--- src/rtl/bcd_converter_pkg.sv ---
// Shared display package: BCD digit sizing used by the converter and the streamer.
package bcd_converter_pkg;

    localparam int DIGITS_NUM_DEF = 6;
    localparam int BCD_W          = 4;

    function automatic longint unsigned max_value(input int digits);
        longint unsigned p;
        p = 1;
        for (int i = 0; i < digits; i++) begin
            p = p * 10;
        end
        return p - 1;
    endfunction

endpackage

--- src/rtl/bcd_converter_if.sv ---
// Request/result handshake between a binary source, the converter and the display streamer.
interface bcd_converter_if
    import bcd_converter_pkg::*;
#(
    parameter int DIGITS_NUM = DIGITS_NUM_DEF,
    parameter int BIN_WIDTH  = 20
);

    logic [BIN_WIDTH-1:0]        value;
    logic                        value_stb;
    logic                        ready;
    logic [BCD_W*DIGITS_NUM-1:0] digits;
    logic                        overflow;
    logic                        digits_stb;
    logic                        digits_ready;

    modport master (
        output value, value_stb, digits_ready,
        input  ready, digits, overflow, digits_stb
    );

    modport slave (
        input  value, value_stb, digits_ready,
        output ready, digits, overflow, digits_stb
    );

endinterface

--- src/rtl/bcd_add3_nibble.sv ---
// Double-dabble correction for one BCD digit: add 3 when the digit is 5 or more.
module bcd_add3_nibble (
    input  logic [3:0] nib_i,
    output logic [3:0] nib_o
);

    assign nib_o = (nib_i >= 4'd5) ? nib_i + 4'd3 : nib_i;

endmodule

--- src/rtl/bcd_converter.sv ---
// Iterative binary-to-BCD converter (double-dabble), one input bit per clock.
module bcd_converter
    import bcd_converter_pkg::*;
#(
    parameter int DIGITS_NUM = DIGITS_NUM_DEF,
    parameter int BIN_WIDTH  = 20
) (
    input logic            clk_in,
    input logic            reset_in,
    bcd_converter_if.slave bus
);

    localparam int ACC_W = BCD_W * DIGITS_NUM;
    localparam int CNT_W = $clog2(BIN_WIDTH + 1);
    localparam logic [CNT_W-1:0] LAST = CNT_W'(BIN_WIDTH - 1);
    localparam logic [63:0] MAX_VAL = max_value(DIGITS_NUM);

    typedef enum logic [1:0] {
        S_RESET,
        S_IDLE,
        S_CONVERT,
        S_OUTPUT
    } state_e;

    state_e               state_q, state_d;
    logic [ACC_W-1:0]     acc_q, acc_d;
    logic [ACC_W-1:0]     adj;
    logic [ACC_W-1:0]     shifted;
    logic [BIN_WIDTH-1:0] sh_q, sh_d;
    logic [CNT_W-1:0]     cnt_q, cnt_d;
    logic                 flag_q, flag_d;
    logic                 ovf_q, ovf_d;
    logic [ACC_W-1:0]     dig_q, dig_d;

    for (genvar i = 0; i < DIGITS_NUM; i++) begin : g_dig
        bcd_add3_nibble u_add3 (
            .nib_i(acc_q[i*BCD_W +: BCD_W]),
            .nib_o(adj[i*BCD_W +: BCD_W])
        );
    end

    // Carry out of the top nibble is dropped; only overflowed inputs reach it.
    assign shifted = {adj[ACC_W-2:0], sh_q[BIN_WIDTH-1]};

    always_comb begin
        state_d = state_q;
        acc_d   = acc_q;
        sh_d    = sh_q;
        cnt_d   = cnt_q;
        flag_d  = flag_q;
        ovf_d   = ovf_q;
        dig_d   = dig_q;
        unique case (state_q)
            S_RESET: state_d = S_IDLE;
            S_IDLE: begin
                if (bus.value_stb) begin
                    state_d = S_CONVERT;
                    sh_d    = bus.value;
                    acc_d   = '0;
                    cnt_d   = '0;
                    flag_d  = 64'(bus.value) > MAX_VAL;
                end
            end
            S_CONVERT: begin
                acc_d = shifted;
                sh_d  = {sh_q[BIN_WIDTH-2:0], 1'b0};
                cnt_d = cnt_q + CNT_W'(1);
                if (cnt_q == LAST) begin
                    state_d = S_OUTPUT;
                    dig_d   = flag_q ? {DIGITS_NUM{4'h9}} : shifted;
                    ovf_d   = flag_q;
                end
            end
            S_OUTPUT: begin
                if (bus.digits_ready) begin
                    state_d = S_IDLE;
                end
            end
            default: state_d = S_RESET;
        endcase
    end

    always_ff @(posedge clk_in) begin
        if (reset_in) begin
            state_q <= S_RESET;
            acc_q   <= '0;
            sh_q    <= '0;
            cnt_q   <= '0;
            flag_q  <= 1'b0;
            ovf_q   <= 1'b0;
            dig_q   <= '0;
        end else begin
            state_q <= state_d;
            acc_q   <= acc_d;
            sh_q    <= sh_d;
            cnt_q   <= cnt_d;
            flag_q  <= flag_d;
            ovf_q   <= ovf_d;
            dig_q   <= dig_d;
        end
    end

    assign bus.ready      = (state_q == S_IDLE);
    assign bus.digits     = dig_q;
    assign bus.overflow   = ovf_q;
    assign bus.digits_stb = (state_q == S_OUTPUT) && bus.digits_ready;

endmodule

--- src/flat_wrapper.sv ---
// flat-port wrapper written by rule: the top's interface ports become plain ports
module bcd_converter_flat import bcd_converter_pkg::*;
#(
    parameter int DIGITS_NUM = DIGITS_NUM_DEF,
    parameter int BIN_WIDTH  = 20
)
  (clk_in, reset_in, bus_value, bus_value_stb, bus_digits_ready, bus_ready, bus_digits, bus_overflow, bus_digits_stb);
  bcd_converter_if #(.DIGITS_NUM(DIGITS_NUM), .BIN_WIDTH(BIN_WIDTH)) bus_i ();
  input logic clk_in;
  input logic reset_in;
  input wire logic [$bits(bus_i.value)-1:0] bus_value;
  input wire logic [$bits(bus_i.value_stb)-1:0] bus_value_stb;
  input wire logic [$bits(bus_i.digits_ready)-1:0] bus_digits_ready;
  output wire logic [$bits(bus_i.ready)-1:0] bus_ready;
  output wire logic [$bits(bus_i.digits)-1:0] bus_digits;
  output wire logic [$bits(bus_i.overflow)-1:0] bus_overflow;
  output wire logic [$bits(bus_i.digits_stb)-1:0] bus_digits_stb;
  assign bus_i.value = bus_value;
  assign bus_i.value_stb = bus_value_stb;
  assign bus_i.digits_ready = bus_digits_ready;
  assign bus_ready = bus_i.ready;
  assign bus_digits = bus_i.digits;
  assign bus_overflow = bus_i.overflow;
  assign bus_digits_stb = bus_i.digits_stb;
  bcd_converter #(.DIGITS_NUM(DIGITS_NUM), .BIN_WIDTH(BIN_WIDTH)) u_core (.clk_in(clk_in), .reset_in(reset_in), .bus(bus_i));
endmodule
--- config.mk ---
export PLATFORM = sky130hd
export DESIGN_NAME = bcd_converter_flat
export DESIGN_NICKNAME = d
export VERILOG_FILES = /design/src/rtl/bcd_converter_pkg.sv /design/src/rtl/bcd_converter_if.sv /design/src/rtl/bcd_add3_nibble.sv /design/src/rtl/bcd_converter.sv /design/src/flat_wrapper.sv
export SDC_FILE = /design/constraint.sdc
export NUM_CORES = 1
export LEC_CHECK = 0
export CORE_UTILIZATION = 45
export DETAILED_ROUTE_END_ITERATION = 16
export GPL_TIMING_DRIVEN = 0
export PLACE_DENSITY = 0.65
export SYNTH_ARGS = -nofsm -noshare
export SYNTH_HDL_FRONTEND = slang
export SYNTH_SLANG_ARGS = --single-unit
export TNS_END_PERCENT = 10
--- constraint.sdc ---
create_clock -name clk_in -period 3.6 [get_ports clk_in]
set_clock_uncertainty 0.05 [all_clocks]
set_input_delay 0.72 -clock clk_in [delete_from_list [all_inputs] [get_ports clk_in]]
set_output_delay 0.72 -clock clk_in [all_outputs]
set_load 0.02 [all_outputs]
---- After elaboration in Yosys (flattened, before gate mapping) ----
Index checks and enable logic that the tools add are counted.
storage, ports and cells
  flip-flop bits (word level) ............. 77
  output and inout bits ................... 27
  input bits .............................. 24
  word-level logic and storage cells ...... 52
cells by class
  reductions and logical operators ........ 7
  muxes and demuxes ....................... 17
  equality and inequality tests ........... 7
  add/subtract/negate cells ............... 7
  order comparisons ....................... 7
operator list
  kind                                                                                 number
  24-bit two-way mux                                                                   2
  24-bit case mux with 2 select lines                                                  1
  20-bit case mux with 2 select lines                                                  1
  4-bit by 3-bit greater-or-equal comparator with 1-bit output, second input constant  6
  4-bit by 2-bit adder with 4-bit output, second input constant                        5
  20-bit > comparator, second input constant                                           1
  20-bit two-way mux                                                                   1
  4-bit two-way mux                                                                    5
  5-bit case mux with 2 select lines                                                   1
  2-bit case mux with 4 select lines                                                   1
  2-bit two-way mux                                                                    3
  2-bit AND reduction                                                                  3
  5-bit by 1-bit adder with 5-bit output, second input constant                        1
  5-bit equality test, second input constant                                           1
  5-bit two-way mux                                                                    1
  2-bit equality test, second input constant                                           2
  2-bit != test, second input constant                                                 2
  3-bit by 2-bit adder with 3-bit output, second input constant                        1
  3-bit two-way mux                                                                    1
  3-bit AND reduction                                                                  1
  2-bit by 1-bit equality test with 1-bit output, second input constant                1
  2-bit logical NOT                                                                    1
  2-bit by 1-bit != test with 1-bit output, second input constant                      1
  2-bit nonzero test                                                                   1
  1-bit logical AND                                                                    1

---- Longest topological paths before layout ----
  depth after elaboration ................. 3
  gate-level depth with buffers ........... 8
  mapped depth without buffers ............ 6

---- Cells and area by module ----
A second synthesis with hierarchy kept.
unflattened totals
  cells, all modules ...................... 477
  area, all modules ....................... 4,090.2 um2
modules (own cells, without submodules)
  module           area an instance (um2)  cells each  times used
  bcd_converter    3,482.1                 381         1
  bcd_add3_nibble  101.3                   16          6

---- Worst setup path before layout ----
Ideal clock, no wire load.
  kind .................................... input to register
  from .................................... in reset_in
  to ...................................... reg u_core.sh_q[8]
  stages on the path ...................... 4
  arrival ................................. 1,520 ps
  library setup time ...................... 146 ps
  slack ................................... 1,884 ps
  path buffers ............................ 3
  required time ........................... 3,404 ps
  cells stage by stage .................... buf_2 > buf_2 > clkbuf_1 > a211oi_1
RTL lines
  item                    RTL line             text
  start: declaration      flat_wrapper.sv:10   input logic reset_in;
  end signal: assignment  bcd_converter.sv:87  sh_q <= '0;
  end signal: assignment  bcd_converter.sv:95  sh_q <= sh_d;
  end: declaration        bcd_converter.sv:29  logic [BIN_WIDTH-1:0] sh_q, sh_d;
No word-level cell between the ends.

---- Worst setup path in the final report ----
  from .................................... in bus_digits_ready
  to ...................................... out bus_digits_stb
between the ends
  cells in the longest elaborated chain, start to end .. 1
RTL lines
  item                RTL line              text
  start: declaration  flat_wrapper.sv:13    input wire logic [$bits(bus_i.digits_ready)-1:0] bus_digits_ready;
  1-bit logical AND   bcd_converter.sv:106  assign bus.digits_stb = (state_q == S_OUTPUT) && bus.digits_ready;
  end: declaration    flat_wrapper.sv:17    output wire logic [$bits(bus_i.digits_stb)-1:0] bus_digits_stb;
Every way passes these cells.

==> results.ini <==
[setup_path]
setup.worst_path.end = bus_digits_stb
r2r_slack_ps = 1660
cp_common_cell = clkdlybuf4s50_1
critical_path.top_delay_family = buffers and inverters
worst-path-max-fanout = 2
path_class = in2out
cp.required_ps = 2830
critPathMaxStageDelay_ps = 590
rr_startpoint = u_core.state_q[1]$_SDFFE_PP0P_
path_depth = 3
slowest_stage = clkdlybuf4s50_1
rr_endpoint = u_core.acc_q[22]$_SDFFE_PP0P_
end_kind = primary output
crit_buf_inv = 2
rr_worst_depth = 7
crit_start = bus_digits_ready
start_kind = input port
crit_chain = clkdlybuf4s50_1 > and2_1 > clkdlybuf4s50_1
cp.arrival_ps = 1910

[global_routing]
grt_max_degree = 14
grt_pass1_wl_um = 14000
grt_pass1_vias = 2796
antenna_found_initial = 0
grt_usage_pct = 21.7
grt_overflow = 0

[route]
drc_errors = 0
finalWirelength_um = 8580
viasPerCell = 5.34
vias = 2975
firstDrtPassIters = 4
drtAntennaViolNets = 0
drt_iter0_drc = 166
wl_per_cell_um = 15.4

[timing]
setup_violations = 0
hold_violations = 0
max_slew_margin_pct = 41.4
final.setup.tns_ps = 0
period_share_pct = 74.4
min_period_ps = 2680
slew_violations = 0
clock.fmax_mhz = 373
rsz0062_at_grt = no
tightest_slew_ps = 876

[logic_synthesis]
synth_xor_area_share_pct = 2.18
synth_simple_gate_area_share_pct = 17.2
synth_largest_area_cell = dfxtp_1
ys_types = 41
syn-num-nets = 431
syn_area_mm2 = 0.00361
synthAdderAreaFrac_pct = 5.89
syn-instance-count = 390
synth_area_leaders = dfxtp_1 43%, mux2i_1 6.7%, ha_1 5.9%
yosys-mux-area-fraction_pct = 7.69
avgSynthCellArea_um2 = 9.26
synth_compound_area_share_pct = 18.9
synthDominantCellAreaShare_pct = 42.7
yosysSeqAreaShare_pct = 42.7
synth_top_family_by_area = compound AO/OA/AOI/OAI gates
synth_top_flop_cell = dfxtp_1
synth-edff-count = 0
ys_ff_latch = 77
yosys_warnings = 0
synth-async-reset-ratio_pct = 0

[die]
start_util_pct = 46.7
dieHeight_um = 91.6
fp.coreArea_mm2 = 0.00773
std_cell_rows = 32
die_x_um = 91.6
ios = 51
die-area_mm2 = 0.00839

[power_and_ir_drop]
p_sw_share_pct = 33.9
internal_power_w = 0.00149
p_switching_w = 0.000765
power_w = 0.00226
leakage_nw = 1.63
clkPwrFrac_pct = 26.3
pwr_density_cell_mw_per_mm2 = 512
comb_power_share_pct = 28.9
sequentialPowerShare_pct = 44.8
vdd_drop_max_uv = 217

[clocking]
root_buffer = clkbuf_8
cts_hold_buffers = 0
numCtsBuffers = 9
clk_pin_slew_ps = 70
cts_buffer_depth = 2
cts_htree_levels = 3
ctsResizeCount = 0
clk_latency_ps = 360
cts_tree = built
post_cts_buffers = 0
cts.sinks = 77

[cells_and_area]
fin_cells = 557
drive_gt1_share_pct = 10.5
post-route-util_pct = 57.0
synthToLayoutAreaGrowth_pct = 22.0
layout.nets = 491
most-common-layout-cells = 77 x dfxtp_1, 49 x nor2_1, 49 x clkdlybuf4s50_1, 24 x o21ai_0, 24 x mux2i_1
stdcell_area_mm2 = 0.00441
insertedDiodeCount = 0
final_common_cell = dfxtp_1

[status]
status = finished clean

[place]
dpl-instance-area_mm2 = 0.00423
port_buffers = 49
gp_congestion = 0.819
dpl.hpwl_um = 6030
dpl.cell_count = 541

[run]
drv_cap = 0

[worst_hold_path]
hold_path.class = reg2reg
hp-start = u_core.acc_q[21]$_SDFFE_PP0P_

-- layer usage --
layer	global-route usage [%]	vias up	wire length, µm
met1	30.2	1406	4190
li1	-	1495	-
met4	8.33	0	150
met3	2.68	13	382
met5	0	-	0
met2	34.3	61	3860
-- sequential cells by signal (all words and copies together) (netlist names) --
signal	cells
u_core.sh_q	20
u_core.flag_q	1
u_core.state_q	2
u_core.acc_q	24
u_core.bus.overflow	1
u_core.bus.digits	24
u_core.cnt_q	5
-- power by group through the flow --
stage               combinational, W  clock, W  sequential (W)
finish                      0.000654  0.000594         0.00101
CTS                         0.000661  0.000603         0.00101
detailed placement          0.000660         0         0.00103
global route                0.000726  0.000642         0.00103
floorplan                   0.000497         0         0.00102
global placement            0.000648         0         0.00103
-- Yosys cell counts (all sizes together) (8+ instances only) --
master / n
dfxtp: 77
o21ai: 25
nor2: 50
inv: 17
a21oi: 13
nand2: 23
nand2b: 13
and3: 9
buf: 17
a31o: 8
a211oi: 26
a22oi: 8
a22o: 8
ha: 17
mux2i: 24
nor3: 15
-- through the flow --
| step | hold slack, ps | worst slack [ps] |
|---|---|---|
| 6_report | 407 | 921 |
| 5_1_grt | 433 | 894 |
| 4_1_cts | 417 | 918 |
| 3_5_place_dp | 400 | 923 |
| 3_3_place_gp | 393 | 920 |
| 2_1_floorplan | 375 | 1880 |
-- cell families after synthesis --
family / count (synthesis)
simple gates: 128
compound gates: 93
flops: 77
buf+inv: 39
mux: 27
fa+ha+maj: 17
xor+xnor: 9
-- worst min-delay path by stage --
stage                                                   to  depth (start not counted)
final                        u_core.acc_q[21]$_SDFFE_PP0P_                          2
after CTS                    u_core.acc_q[21]$_SDFFE_PP0P_                          2
after global routing      u_core.bus.overflow$_SDFFE_PP0P_                          2
after floorplan              u_core.acc_q[21]$_SDFFE_PP0P_                          2
after global placement       u_core.acc_q[21]$_SDFFE_PP0P_                          2
after detailed placement     u_core.acc_q[21]$_SDFFE_PP0P_                          2
-- worst min-delay path: cells and delay by family, from the launching register on --
family / cells / cell delay (ps)
flip-flops: 1 / 330
AND/OR/NAND/NOR: 1 / 40
AO/OA/AOI/OAI: 1 / 50
-- cell type report --
| type | instances | area (µm²) |
|---|---|---|
| fill | 706 | 3320 |
| multi-input combinational | 274 | 1870 |
| clock buffer | 11 | 141 |
| buffer | 22 | 134 |
| sequential | 77 | 1540 |
| tap | 102 | 128 |
| clock inverter | 5 | 36.3 |
| inverter | 17 | 63.8 |
| timing repair buffer | 49 | 490 |
Note: power is estimated with default switching activity, not from simulation.
